`src/rtl/in_service_control_if.sv`:
```
// ----------------------------------------------------------------------------
// in_service_control_if : resolver/CPU-side signal bundle for the INTA/ISR stage
// Revision 1.0
// ----------------------------------------------------------------------------
`default_nettype none

interface in_service_control_if;
  logic [7:0] interrupt;
  logic       ack_pulse;
  logic [4:0] vector_base;
  logic       auto_eoi;
  logic       rotate_on_aeoi;
  logic       eoi_strobe;
  logic       eoi_specific;
  logic       eoi_rotate;
  logic [2:0] eoi_level;
  logic       set_priority_strobe;

  logic [7:0] in_service_register;
  logic [2:0] priority_rotate;
  logic [7:0] clear_interrupt_request;
  logic       interrupt_to_cpu;
  logic [7:0] vector_out;
  logic       vector_valid;

  modport master (
    output interrupt, ack_pulse, vector_base, auto_eoi, rotate_on_aeoi,
           eoi_strobe, eoi_specific, eoi_rotate, eoi_level, set_priority_strobe,
    input  in_service_register, priority_rotate, clear_interrupt_request,
           interrupt_to_cpu, vector_out, vector_valid
  );

  modport slave (
    input  interrupt, ack_pulse, vector_base, auto_eoi, rotate_on_aeoi,
           eoi_strobe, eoi_specific, eoi_rotate, eoi_level, set_priority_strobe,
    output in_service_register, priority_rotate, clear_interrupt_request,
           interrupt_to_cpu, vector_out, vector_valid
  );
endinterface

`default_nettype wire

```
`src/rtl/in_service_control.sv`:
```
// ----------------------------------------------------------------------------
// in_service_control : INTA acknowledge sequencing, ISR, EOI and priority rotation
// Revision 1.0
// ----------------------------------------------------------------------------
`default_nettype none

module in_service_control (
  input  logic                       clk,
  input  logic                       reset,
  in_service_control_if.slave        bus
);

  typedef enum logic [0:0] {
    IDLE      = 1'b0,
    WAIT_ACK2 = 1'b1
  } state_t;

  state_t     state_q, state_d;
  logic [2:0] level_q, level_d;
  logic       spurious_q, spurious_d;
  logic [7:0] isr_q, isr_d;
  logic [2:0] rot_q, rot_d;
  logic [7:0] clr_req_q, clr_req_d;
  logic [7:0] vec_q, vec_d;
  logic       vvalid_q, vvalid_d;

  logic       irq_any;
  logic [2:0] irq_level;
  logic       ns_found;
  logic [2:0] ns_level;
  logic [2:0] ns_idx;

  logic [7:0] isr_set;
  logic [7:0] aeoi_clr;
  logic       aeoi_rot;
  logic [7:0] cmd_clr;
  logic       eoi_rot;
  logic [2:0] eoi_rot_level;

  // The resolver winner is one-hot; lowest index wins should it ever not be.
  always_comb begin
    irq_any   = |bus.interrupt;
    irq_level = 3'd0;
    for (int i = 7; i >= 0; i--) begin
      if (bus.interrupt[i]) begin
        irq_level = 3'(i);
      end
    end
  end

  // Non-specific EOI search starts just above the lowest-priority level and wraps.
  always_comb begin
    ns_found = 1'b0;
    ns_level = 3'd0;
    ns_idx   = 3'd0;
    for (int i = 1; i <= 8; i++) begin
      ns_idx = rot_q + 3'(i);
      if (!ns_found && isr_q[ns_idx]) begin
        ns_found = 1'b1;
        ns_level = ns_idx;
      end
    end
  end

  always_comb begin
    state_d    = state_q;
    level_d    = level_q;
    spurious_d = spurious_q;
    clr_req_d  = 8'd0;
    vec_d      = vec_q;
    vvalid_d   = 1'b0;
    isr_set    = 8'd0;
    aeoi_clr   = 8'd0;
    aeoi_rot   = 1'b0;

    case (state_q)
      IDLE: begin
        if (bus.ack_pulse) begin
          state_d    = WAIT_ACK2;
          spurious_d = !irq_any;
          if (irq_any) begin
            level_d   = irq_level;
            isr_set   = 8'd1 << irq_level;
            clr_req_d = 8'd1 << irq_level;
          end else begin
            level_d = 3'd7;
          end
        end
      end
      WAIT_ACK2: begin
        if (bus.ack_pulse) begin
          state_d  = IDLE;
          vec_d    = {bus.vector_base, level_q};
          vvalid_d = 1'b1;
          if (bus.auto_eoi && !spurious_q) begin
            aeoi_clr = 8'd1 << level_q;
            aeoi_rot = bus.rotate_on_aeoi;
          end
        end
      end
      default: state_d = IDLE;
    endcase
  end

  always_comb begin
    cmd_clr       = 8'd0;
    eoi_rot       = 1'b0;
    eoi_rot_level = 3'd0;
    if (bus.eoi_strobe) begin
      if (bus.eoi_specific) begin
        cmd_clr       = 8'd1 << bus.eoi_level;
        eoi_rot       = bus.eoi_rotate;
        eoi_rot_level = bus.eoi_level;
      end else if (ns_found) begin
        cmd_clr       = 8'd1 << ns_level;
        eoi_rot       = bus.eoi_rotate;
        eoi_rot_level = ns_level;
      end
    end

    // A set in the same cycle as a clear of the same bit keeps the bit set.
    isr_d = (isr_q & ~(aeoi_clr | cmd_clr)) | isr_set;

    if (bus.set_priority_strobe) begin
      rot_d = bus.eoi_level;
    end else if (eoi_rot) begin
      rot_d = eoi_rot_level;
    end else if (aeoi_rot) begin
      rot_d = level_q;
    end else begin
      rot_d = rot_q;
    end
  end

  always_ff @(posedge clk) begin
    if (reset) begin
      state_q    <= IDLE;
      level_q    <= 3'd0;
      spurious_q <= 1'b0;
      isr_q      <= 8'd0;
      rot_q      <= 3'd7;
      clr_req_q  <= 8'd0;
      vec_q      <= 8'd0;
      vvalid_q   <= 1'b0;
    end else begin
      state_q    <= state_d;
      level_q    <= level_d;
      spurious_q <= spurious_d;
      isr_q      <= isr_d;
      rot_q      <= rot_d;
      clr_req_q  <= clr_req_d;
      vec_q      <= vec_d;
      vvalid_q   <= vvalid_d;
    end
  end

  assign bus.in_service_register     = isr_q;
  assign bus.priority_rotate         = rot_q;
  assign bus.clear_interrupt_request = clr_req_q;
  assign bus.vector_out              = vec_q;
  assign bus.vector_valid            = vvalid_q;
  assign bus.interrupt_to_cpu        = (state_q == IDLE) && irq_any;

endmodule

`default_nettype wire

```
`src/flat_wrapper.sv`:
```
// flat-port wrapper written by rule: the top's interface ports become plain ports
module in_service_control_flat 
  (clk, reset, bus_interrupt, bus_ack_pulse, bus_vector_base, bus_auto_eoi, bus_rotate_on_aeoi, bus_eoi_strobe, bus_eoi_specific, bus_eoi_rotate, bus_eoi_level, bus_set_priority_strobe, bus_in_service_register, bus_priority_rotate, bus_clear_interrupt_request, bus_interrupt_to_cpu, bus_vector_out, bus_vector_valid);
  in_service_control_if bus_i ();
  input  logic clk;
  input  logic reset;
  input wire logic [$bits(bus_i.interrupt)-1:0] bus_interrupt;
  input wire logic [$bits(bus_i.ack_pulse)-1:0] bus_ack_pulse;
  input wire logic [$bits(bus_i.vector_base)-1:0] bus_vector_base;
  input wire logic [$bits(bus_i.auto_eoi)-1:0] bus_auto_eoi;
  input wire logic [$bits(bus_i.rotate_on_aeoi)-1:0] bus_rotate_on_aeoi;
  input wire logic [$bits(bus_i.eoi_strobe)-1:0] bus_eoi_strobe;
  input wire logic [$bits(bus_i.eoi_specific)-1:0] bus_eoi_specific;
  input wire logic [$bits(bus_i.eoi_rotate)-1:0] bus_eoi_rotate;
  input wire logic [$bits(bus_i.eoi_level)-1:0] bus_eoi_level;
  input wire logic [$bits(bus_i.set_priority_strobe)-1:0] bus_set_priority_strobe;
  output wire logic [$bits(bus_i.in_service_register)-1:0] bus_in_service_register;
  output wire logic [$bits(bus_i.priority_rotate)-1:0] bus_priority_rotate;
  output wire logic [$bits(bus_i.clear_interrupt_request)-1:0] bus_clear_interrupt_request;
  output wire logic [$bits(bus_i.interrupt_to_cpu)-1:0] bus_interrupt_to_cpu;
  output wire logic [$bits(bus_i.vector_out)-1:0] bus_vector_out;
  output wire logic [$bits(bus_i.vector_valid)-1:0] bus_vector_valid;
  assign bus_i.interrupt = bus_interrupt;
  assign bus_i.ack_pulse = bus_ack_pulse;
  assign bus_i.vector_base = bus_vector_base;
  assign bus_i.auto_eoi = bus_auto_eoi;
  assign bus_i.rotate_on_aeoi = bus_rotate_on_aeoi;
  assign bus_i.eoi_strobe = bus_eoi_strobe;
  assign bus_i.eoi_specific = bus_eoi_specific;
  assign bus_i.eoi_rotate = bus_eoi_rotate;
  assign bus_i.eoi_level = bus_eoi_level;
  assign bus_i.set_priority_strobe = bus_set_priority_strobe;
  assign bus_in_service_register = bus_i.in_service_register;
  assign bus_priority_rotate = bus_i.priority_rotate;
  assign bus_clear_interrupt_request = bus_i.clear_interrupt_request;
  assign bus_interrupt_to_cpu = bus_i.interrupt_to_cpu;
  assign bus_vector_out = bus_i.vector_out;
  assign bus_vector_valid = bus_i.vector_valid;
  in_service_control u_core (.clk(clk), .reset(reset), .bus(bus_i));
endmodule
```
`config.mk`:
```
export PLATFORM = sky130hd
export DESIGN_NAME = in_service_control_flat
export DESIGN_NICKNAME = d
export VERILOG_FILES = /design/src/rtl/in_service_control_if.sv /design/src/rtl/in_service_control.sv /design/src/flat_wrapper.sv
export SDC_FILE = /design/constraint.sdc
export NUM_CORES = 1
export LEC_CHECK = 0
export CORE_ASPECT_RATIO = 1.25
export CORE_MARGIN = 1
export CORE_UTILIZATION = 45
export CTS_BUF_LIST = sky130_fd_sc_hd__clkbuf_8
export CTS_CLUSTER_SIZE = 28
export DETAILED_ROUTE_END_ITERATION = 16
export HOLD_SLACK_MARGIN = 0.1
export PLACE_DENSITY_LB_ADDON = 0.15
export SYNTH_ARGS = -nofsm -noshare
export SYNTH_HDL_FRONTEND = slang
export SYNTH_SLANG_ARGS = --single-unit
```
`constraint.sdc`:
```
create_clock -name clk -period 3.1 [get_ports clk]
set_clock_uncertainty 0.15 [all_clocks]
set_input_delay 0.31 -clock clk [delete_from_list [all_inputs] [get_ports clk]]
set_output_delay 0.31 -clock clk [all_outputs]
set_load 0.03 [all_outputs]
```
Word-level counts from Yosys, hierarchy flattened
Index checks and enable logic that the tools add are counted.
Storage, ports and cells
  word-level logic and storage cells: 120
  input port bits: 25
  output and inout bits: 29
  bits in registers: 33
Operators by class
  reductions and logical operators: 23
  order comparisons: 8
  add/subtract/negate cells: 7
  bitwise logic cells: 5
  mux-type cells: 65
  shift-type cells: 4
Operators by type and width (count)
  8-bit two-way mux: 9
  3-bit two-way mux: 23
  3-bit by 4-bit less-than comparator with 1-bit output, second input constant: 8
  1-bit by 3-bit left shift with 8-bit output, first input constant: 4
  1-bit binary-select mux with 3-bit select: 8
  1-bit two-way mux: 24
  8-bit OR: 2
  3-bit adder, second input constant: 4
  1-bit logical AND: 9
  1-bit logical NOT: 9
  8-bit AND: 1
  8-bit inverter: 1
  8-bit OR reduction: 1
  3-bit by 2-bit adder with 3-bit output, second input constant: 2
  2-bit AND reduction: 2
  3-bit by 1-bit adder with 3-bit output, second input constant: 1
  3-bit nonzero test: 1
  1-bit one-hot mux with 2 select lines: 1
  2-bit OR reduction: 1
  1-bit inverter: 1

Depth between registers and ports, before layout
Gate-level depths: netlist of the first run.
  word-level depth: 33
  gate-level depth with buffers: 13
  depth with buffers taken out: 10

Worst setup path after synthesis of the first run
Ideal clock, no wire load.
  path type: reg2reg
  start point: register u_core.rot_q[1], in the netlist u_core.bus.priority_rotate[1]
  end point: register u_core.isr_q[5], in the netlist u_core.bus.in_service_register[5]
  cell stages (with the launch flop): 13
  path slack: -605 ps
  data arrival time: 3435 ps
  setup time: 120 ps
  cells stage by stage: dfxtp_1 buf_2 inv_1 ha_1 buf_2 mux2_2 mux2_2 o221ai_1 mux2i_1 a221o_1 a211oi_2 a31oi_1 a211o_1
Between the ends
  word-level cells in the longest chain between the ends: 33
RTL lines
  start: declaration: RTL line in_service_control.sv:22  | logic [2:0] rot_q, rot_d;
  start signal: assignment: RTL line in_service_control.sv:150  | rot_q <= rot_d;
  3-bit by 1-bit adder with 3-bit output: RTL line in_service_control.sv:57  | ns_idx = rot_q + 3'(i);
  1-bit binary-select mux with 3-bit select: RTL line in_service_control.sv:58  | if (!ns_found && isr_q[ns_idx]) begin
  1-bit two-way mux (implied by the code): RTL line in_service_control.sv:58
  1-bit two-way mux: RTL line in_service_control.sv:58
  1-bit logical NOT: RTL line in_service_control.sv:58
  1-bit logical AND: RTL line in_service_control.sv:58
  1-bit two-way mux: RTL line in_service_control.sv:58
  1-bit logical NOT: RTL line in_service_control.sv:58
  [... 17 more ...]
  1-bit by 3-bit left shift with 8-bit output: RTL line in_service_control.sv:115  | cmd_clr = 8'd1 << ns_level;
  8-bit two-way mux *: RTL line in_service_control.sv:114  | end else if (ns_found) begin
  8-bit two-way mux *: RTL line in_service_control.sv:110  | if (bus.eoi_specific) begin
  8-bit two-way mux *: RTL line in_service_control.sv:109  | if (bus.eoi_strobe) begin
  8-bit OR *: RTL line in_service_control.sv:122  | isr_d = (isr_q & ~(aeoi_clr | cmd_clr)) | isr_set;
  8-bit inverter *: RTL line in_service_control.sv:122
  8-bit AND *: RTL line in_service_control.sv:122
  8-bit OR *: RTL line in_service_control.sv:122
  end signal: assignment: RTL line in_service_control.sv:149  | isr_q <= isr_d;
  end: declaration: RTL line in_service_control.sv:21  | logic [7:0] isr_q, isr_d;
Every way passes the cells marked *; elsewhere a longest branch is shown, timed or not. The select of a mux whose other input is x is not followed.
A chain may end at the register's enable or synchronous reset.

Worst setup path after layout of the first run
  start point: register u_core.rot_q[0], in the netlist u_core.bus.priority_rotate[0]
  end point: register u_core.isr_q[3], in the netlist u_core.bus.in_service_register[3]
Same word-level chain as after synthesis.

==> impl_metrics.ini, run 1 <==
[worst_setup_path]
cp_top_family = simple AND/OR/NAND/NOR gates
worstPathRequired_ps = 3130
critPathSlowestCell = dfxtp_4
slowest_delay_ps = 400
critPathArrivalTime_ps = 3110
worstPathMaxFanout = 8
worst-setup-path-type = reg -> reg
start_kind = flop
path_buf_inv = 2
cp-end-kind = flop
path_cells = inv_4, ha_4, buf_4, mux2i_1, mux4_2, nand2b_4, or3_4, a311oi_4, a211o_1, a31oi_2, or2_1

[route]
drt_iter0_drc = 190
vias = 2737
vias_per_cell = 6.03
drc_errors = 0
wl_mm = 8.00
postRouteAntennaNets = 0
first_pass_iters = 4
wire_per_inst_um = 17.6

[sta]
whs_ps = 351
drv_slew = 0
rsz0062_at_grt = true
fin_ws_ps = 22.0
finalHoldViolCount = 0
fin_crit_sh = 0.993
worstMarginPinSlew_ps = 490
finalSetupViolations = 0
fmax_mhz = 325
finalCriticalPeriod_ps = 3080
slew_headroom = 0.669

[grt]
grt_use_met3 = 0.0345
grt_pass1_vias = 2599
grt_max_degree = 17
met1_usage = 0.294
busiest_layer = met2
antenna_found_initial = 0
grt-ovfl-total = 0
grt_first_pass_wirelength_mm = 12.8
grtUsageMet2 = 0.500
grt_usage = 0.266

[clock_tree]
cts-root-buf = clkbuf_8
clk_pin_slew_ps = 70
clock_latency_ps = 290
clock-sinks = 33
cts_hold_buf = 0
cts_buffers = 5
tritoncts = built
htree_num_levels = 2
clockBufferDepth = 2

[synth]
yosysSeqAreaShare = 0.250
ys_ff_latch = 33
synth_area_leaders = dfxtp_1, mux2i_1, nor2_1
syn_avg_cell_area_um2 = 8.73
ys.flop_type = dfxtp_1
ys_types = 60
synth_edf_count = 0
yosysWarningCount = 0
syn_inst = 303
synthArstFlopShare = 0
yosysTopAreaCellShare = 0.250
netlist_area_um2 = 2650
syn-num-nets = 332
yosysTopAreaCell = dfxtp_1

[placed_design]
place_ws_ps = -19.1
place_congestion = 0.928
portBuffers = 53
post-dp-hpwl_mm = 6.15
place_inst = 433

[floorplanning]
initial_core_util = 0.476
row_count = 30
placeableCoreArea_um2 = 5560
die-width_um = 70.6
die-height_um = 87.7
pin_count = 54
die_area_um2 = 6190

[run]
cap_violations = 0

[pwr]
finalPower_uw = 1680
p_leak_uw = 0.00153
power_density_nw_per_um2 = 445
peakVddDrop_v = 0.000647

[finish]
antenna_cells = 0
drive_above_1_share = 0.259
final_core_util = 0.680
layoutNonFillerInstCount = 454
syn_to_final_growth_pct = 42.7
final_nets = 418

[worst_hold_path]
hold_class = reg -> reg

[outcome]
status = complete, no violations
[cell type report]
type / instances / area, um^2
Tap cell: 64 / 80.1
Timing Repair Buffer: 93 / 845
Multi-Input combinational cell: 244 / 2000
Inverter: 12 / 47.5
Clock inverter: 3 / 65.1
Fill cell: 456 / 1780
Sequential cell: 33 / 668
Clock buffer: 5 / 68.8
[path summary, 6_finish.rpt]
kind,end,cells past startpoint,slack (ps),from
max,u_core.bus.in_service_register[3]$_SDFF_PP0_,11,20,u_core.bus.priority_rotate[0]$_SDFFE_PP1P_
min,u_core.bus.vector_out[3]$_SDFFE_PP0P_,2,350,u_core.bus.vector_out[3]$_SDFFE_PP0P_
max reg2reg,u_core.bus.in_service_register[3]$_SDFF_PP0_,11,20,u_core.bus.priority_rotate[0]$_SDFFE_PP1P_
min reg2reg,u_core.bus.vector_out[3]$_SDFFE_PP0P_,2,350,u_core.bus.vector_out[3]$_SDFFE_PP0P_
[cells in the mapped netlist (3+ instances only)]
cell type  number
o311a_1         3
a21oi_1        11
and2_1          3
xor2_1          3
nand2_1        22
o211ai_1        5
dfxtp_1        33
nand2b_1        7
and3_1          7
a31oi_1         4
o21ai_0        12
xnor2_1         3
nor2b_1         3
nand3_1         7
inv_1          12
clkbuf_1        7
ha_1            4
buf_2           5
mux4_1          3
nor3_1          8
mux2_2          7
mux4_2          7
a211o_1         4
mux2i_1        21
o22ai_1         4
o311ai_0        3
nor2_1         45
[report_power, final]
part | internal [uW] | switching (uW)
clock | 319 | 162
combinational | 363 | 371
sequential | 442 | 24.6
total | 1120 | 557
[state kept, by name, summed over array words and instances (netlist names)]
| name | count |
|---|---|
| u_core.bus.priority_rotate | 3 |
| u_core.bus.vector_out | 8 |
| u_core.bus.clear_interrupt_request | 8 |
| u_core.spurious_q | 1 |
| u_core.state_q | 1 |
| u_core.bus.vector_valid | 1 |
| u_core.level_q | 3 |
| u_core.bus.in_service_register | 8 |
[kinds of logic (layout without fill, tap and decap cells)]
kind of cell / after synthesis / after routing / share of synthesized area
simple gates: 117 / 117 / 0.221
compound gates: 77 / 77 / 0.238
mux: 40 / 40 / 0.210
flops: 33 / 33 / 0.250
buf+inv: 26 / 113 / 0.0421
xor+xnor: 6 / 6 / 0.0199
fa+ha+maj: 4 / 4 / 0.0189
[what timing repair did]
item	in CTS	in global routing
setup buffers	5	8
pin swaps	1	12
endpoints found under the setup margin	1	11
gates resized for setup	3	16
[tightest hold or removal path, delay by kind of cell, from the launching register on]
kind          cells  cell delay, ps
flops             1             330
mux               1              60
simple gates      1              80
[per-stage QoR]
stage / TNS (ps) / instance area, um^2
detailed placement: -19.1 / 3490
CTS: 0 / 3660
floorplan: -72.5 / 2760
finish: 0 / 3770
global route: -436 / 3770
global placement: 0 / 3490
[layout by cell type (no fill, tap or decap), types with 5 or more instances in the layout]
cell,instances
mux2i_1,19
nand3_1,6
nand2_1,22
nand2b_1,7
clkbuf_8,5
mux2_2,5
nor2_1,44
a21oi_1,9
inv_1,10
buf_4,37
clkdlybuf4s50_1,53
and3_1,7
o21ai_0,9
dfxtp_1,31
o211ai_1,5
mux4_2,10
nor3_1,7
[metal layers]
layer / share of wire / wire, um / vias to the layer above
li1: - / - / 1313
met1: 0.39 / 3150 / 1316
met2: 0.53 / 4250 / 85
met3: 0.036 / 287 / 23
met4: 0.039 / 312 / 0
met5: 0 / 0 / -
Note: power is estimated with default switching activity, not from simulation.
==> run 2: changes to the inputs <==
CTS_CLUSTER_DIAMETER = 150   (was default)
==> results of run 2 <==
The final DEF is identical to that of run 1; final timing and power are the same.
